### config.mk
export PLATFORM = sky130hd
export DESIGN_NAME = regfile_write_arbiter
export DESIGN_NICKNAME = d
export VERILOG_FILES = /design/src/rtl/regfile_write_arbiter.sv
export SDC_FILE = /design/constraint.sdc
export NUM_CORES = 1
export LEC_CHECK = 0
export BUFFER_PORTS_ARGS = -buffer_cell sky130_fd_sc_hd__buf_2
export CAP_MARGIN = 20
export CORE_ASPECT_RATIO = 1.5
export CORE_MARGIN = 4
export CORE_UTILIZATION = 42
export DETAILED_ROUTE_END_ITERATION = 8
export GPL_ROUTABILITY_DRIVEN = 0
export GPL_TIMING_DRIVEN = 0
export HOLD_SLACK_MARGIN = 0.08
export PLACE_DENSITY_LB_ADDON = 0.3
export REMOVE_ABC_BUFFERS = 1
export SKIP_LAST_GASP = 1
export SLEW_MARGIN = 20
export SYNTH_ARGS = -nofsm -noshare
export SYNTH_HDL_FRONTEND = slang
export SYNTH_SLANG_ARGS = --single-unit
### constraint.sdc
create_clock -name clk -period 1.35 [get_ports clk]
set_input_delay 0.27 -clock clk [delete_from_list [all_inputs] [get_ports clk]]
set_output_delay 0.27 -clock clk [all_outputs]
set_load 0.01 [all_outputs]
### src/rtl/regfile_write_arbiter.sv
// Round-robin arbiter sharing the register file's single write port between
// the ALU writeback (port A) and the load writeback (port B), with a registered decoded write.
module regfile_write_arbiter #(
  parameter int unsigned DATA_W      = 32,
  parameter int unsigned ADDR_W      = 5,
  parameter int unsigned STALL_CNT_W = 8
) (
  input  logic                     clk,
  input  logic                     reset,
  input  logic                     a_valid,
  input  logic [ADDR_W-1:0]        a_addr,
  input  logic [DATA_W-1:0]        a_data,
  output logic                     a_ready,
  input  logic                     b_valid,
  input  logic [ADDR_W-1:0]        b_addr,
  input  logic [DATA_W-1:0]        b_data,
  output logic                     b_ready,
  output logic [(2**ADDR_W)-1:0]   wr_en,
  output logic [DATA_W-1:0]        wr_data,
  output logic [STALL_CNT_W-1:0]   stall_count
);

  localparam int unsigned NREG = 2 ** ADDR_W;

  logic                   last_b_q, last_b_d;
  logic [NREG-1:0]        wr_en_q, wr_en_d;
  logic [DATA_W-1:0]      wr_data_q, wr_data_d;
  logic [STALL_CNT_W-1:0] stall_count_q, stall_count_d;

  logic grant_a;
  logic grant_b;
  logic contention;

  always_comb begin
    // last_b_q names the port that yields on contention: 1 means B went last, so A wins.
    grant_a    = !reset && a_valid && (!b_valid || last_b_q);
    grant_b    = !reset && b_valid && (!a_valid || !last_b_q);
    contention = !reset && a_valid && b_valid;

    last_b_d      = last_b_q;
    wr_en_d       = '0;
    wr_data_d     = wr_data_q;
    stall_count_d = stall_count_q;

    if (grant_a) begin
      last_b_d  = 1'b0;
      wr_data_d = a_data;
      if (a_addr != '0) wr_en_d[a_addr] = 1'b1;
    end else if (grant_b) begin
      last_b_d  = 1'b1;
      wr_data_d = b_data;
      if (b_addr != '0) wr_en_d[b_addr] = 1'b1;
    end

    if (contention && (stall_count_q != '1)) begin
      stall_count_d = stall_count_q + 1'b1;
    end
  end

  always_ff @(posedge clk) begin
    if (reset) begin
      last_b_q      <= 1'b1;
      wr_en_q       <= '0;
      wr_data_q     <= '0;
      stall_count_q <= '0;
    end else begin
      last_b_q      <= last_b_d;
      wr_en_q       <= wr_en_d;
      wr_data_q     <= wr_data_d;
      stall_count_q <= stall_count_d;
    end
  end

  assign a_ready     = grant_a;
  assign b_ready     = grant_b;
  assign wr_en       = wr_en_q;
  assign wr_data     = wr_data_q;
  assign stall_count = stall_count_q;

endmodule

==> reports/metrics.cfg <==
[critical_path]
required_ps=1590
path_class=reg2reg
cp.depth=6
endpoint_kind=flop
slowest_stage=dfxtp_4
cp_num_buf_inv=3
worstSetupStartpoint=last_b_q
crit_family=buffers and inverters
crit_chain=and2b_4 -> buf_4 -> buf_6 -> o211ai_1 -> buf_4 -> o22ai_1
worstRegToRegCells=6
max_stage_delay_ps=370
worst_setup_path_start_kind=flop
rrSetupSlack_ps=-130
critPathArrivalTime_ps=1720
reg2reg_from=last_b_q
r2r_end=wr_en[31]
crit_top_cell=buf_4
crit_path_end=wr_en[31]
crit_fanout=8

[global_routing]
grt_antenna_before_repair=0
grt_pass1_wl_mm=16.7
grt_pass1_vias=3334
overflow=0
grt_use_total_pct=23.5
grt_max_degree=65

[drt]
vias_per_cell=5.85
num_vias=3522
wl_per_cell_um=19.1
drtAntennaViolNets=0
drtIter0Drc=336
wl_mm=11.5
dr.pass1.iters=5
drc=0

[min_path]
hp-class=in2reg

[clock_network]
cts_inserted_buffers=9
tritoncts=built
clkSlewWorstSetupHoldPaths_ps=80
clk_latency_ps=360
cts_root_buf=clkbuf_8
htreeDepth=3
cts_num_sinks=73
cts_max_path_buffers=2

[synth]
synth-async-reset-ratio_pct=0
synth_area_um2=3170
synth_edf_count=0
yosys_warnings=0
ys_types=43
avgSynthCellArea_um2=9.20
ys.flop_type=dfxtp_1
synth-seq-area-share_pct=46.0
synth-seq-cells=73
synth_cells=345

[sta]
worst_pin_slew_ps=790
fin_crit_ps=1480
final_max_slew_viol_count=0
fin_crit_sh_pct=110
setup_viol=45
fin_skew_ps=6.55
rsz0062_at_grt=true
final.setup.tns_ps=-3100
finalHoldViolCount=0
setup_slack_ps=-130
fmax_ghz=0.676
relSlewSlack_pct=47.3

[layout]
areaGrowthSynthToFinish_pct=43.8
final_common_cell=buf_2
nets=576
seq_area_um2=1470
antenna_cells=0
multi_input_area_um2=1770
final_cell_mix=buf_2 (148), dfxtp_1 (67), nand3_1 (35), nor2_1 (35), a311oi_1 (34)
fin_area_um2=4560
layout-drive-gt1-share_pct=48.8
layout.cells.non_filler=602
nFillCells=689

[floorplan]
placementRows=38
io_pins=152
start_util_pct=43.4
coreArea_um2=7320
die_h_um=114
dieArea_um2=9040
die_w_um=79.0

[pwr]
p_total_mw=5.07
p_leak_nw=1.94
peakVddDrop_mv=1.04
powerDensity_nw_per_um2=1110

[placed_design]
placed_area_um2=3940
portBuffers=151
hpwlAfterDp_mm=6.81
dp_cells=563

[outcome]
violations=negative setup slack
outcome=finished with violations

[job]
max_cap_violations=0

-- timing repair --
action | CTS | global route
cloned | 3 | 3
endpoints found under the hold margin | 0 | 0
resized for setup | 16 | 33
pin swaps | 5 | 20
setup buffers | 11 | 6
hold buffers | 0 | 0
endpoints found under the setup margin | 73 | 72
-- power breakdown --
group,leakage (nW),switching [mW],total (mW),internal [mW]
logic,1.23,0.465,0.813,0.348
clock network,0.110,0.908,1.97,1.06
registers,0.600,0.0476,2.29,2.24
-- worst register-to-register path, delay by kind of cell, from the launching register on --
family          cells  cell delay [ps]
buf+inv             3              480
simple gates        1              220
compound gates      2              280
flops               1              370
-- synthesized netlist by cell type (all sizes together) (2+ instances only) --
| cell | instances | share of area [%] |
|---|---|---|
| nand2 | 3 | 0.35 |
| clkbuf | 21 | 2.5 |
| mux2i | 2 | 0.63 |
| o211ai | 4 | 1.3 |
| nor2 | 36 | 4.3 |
| o22ai | 31 | 9.1 |
| dfxtp | 73 | 46 |
| buf | 13 | 2.5 |
| and3 | 2 | 0.39 |
| and2 | 3 | 0.59 |
| nand4 | 8 | 1.6 |
| inv | 4 | 0.47 |
| a31oi | 2 | 0.39 |
| nand2b | 5 | 1.2 |
| a21oi | 2 | 0.32 |
| o21ai | 34 | 5.4 |
| or4 | 2 | 0.47 |
| a311oi | 34 | 9.4 |
| nor2b | 6 | 1.2 |
| and4 | 3 | 0.83 |
| nand4b | 4 | 1.1 |
| nand3 | 36 | 5.7 |
| nand3b | 3 | 0.71 |
-- worst min-delay path by stage --
stage	endpoint	slack [ps]	cells after the start	from
5_1_grt	wr_data[10]	180	3	a_data[10]
3_3_place_gp	wr_data[28]	480	2	wr_data[28]
2_1_floorplan	stall_count[2]	340	1	reset
4_1_cts	wr_data[8]	170	3	a_data[8]
6_report	wr_data[28]	170	3	a_data[28]
3_5_place_dp	wr_data[6]	490	2	wr_data[6]
-- registers in the layout, summed over array words and instances, names as in the netlist --
| signal | cells |
|---|---|
| last_b_q | 1 |
| stall_count | 8 |
| wr_data | 32 |
| wr_en | 32 |
-- metal layers --
metal	vias to the layer above	part of all wire [%]	track usage [%]	routed length, µm
met5	-	0	0	0
met3	25	7.9	5.35	908
met4	0	3.1	14.4	352
met2	180	51	39.4	5870
li1	1627	-	-	-
met1	1690	38	26.8	4340
-- cells by family (layout without fill, tap and decap cells) --
| family | count (synthesis) | count (layout) | share of synthesized area [%] |
|---|---|---|---|
| AO/OA/AOI/OAI | 112 | 113 | 27.2 |
| multiplexers | 3 | 3 | 0.985 |
| adder cells (fa/ha/maj) | 1 | 1 | 0.394 |
| flip-flops | 73 | 73 | 46.0 |
| buffers and inverters | 38 | 189 | 5.48 |
| other | 1 | 1 | 0.118 |
| AND/OR/NAND/NOR | 117 | 122 | 19.7 |
-- area by class of cell --
type	count	area share (%)
clock inverters	7	2.25
inverters	4	0.329
flip-flops and latches	73	32.3
repair buffers	169	20.8
well taps	100	2.74
clock buffers	9	2.71
multi-input cells	240	38.9
-- stage by stage --
stage | hold WS, ps | utilization, % | setup slack [ps]
2_1_floorplan | 342 | - | -800
3_3_place_gp | 483 | 53.2 | -2520
3_5_place_dp | 489 | 53.8 | -997
4_1_cts | 171 | 59.1 | -160
5_1_grt | 184 | 62.3 | -157
6_report | 174 | 62.3 | -130
(Power assumes the default switching activity.)
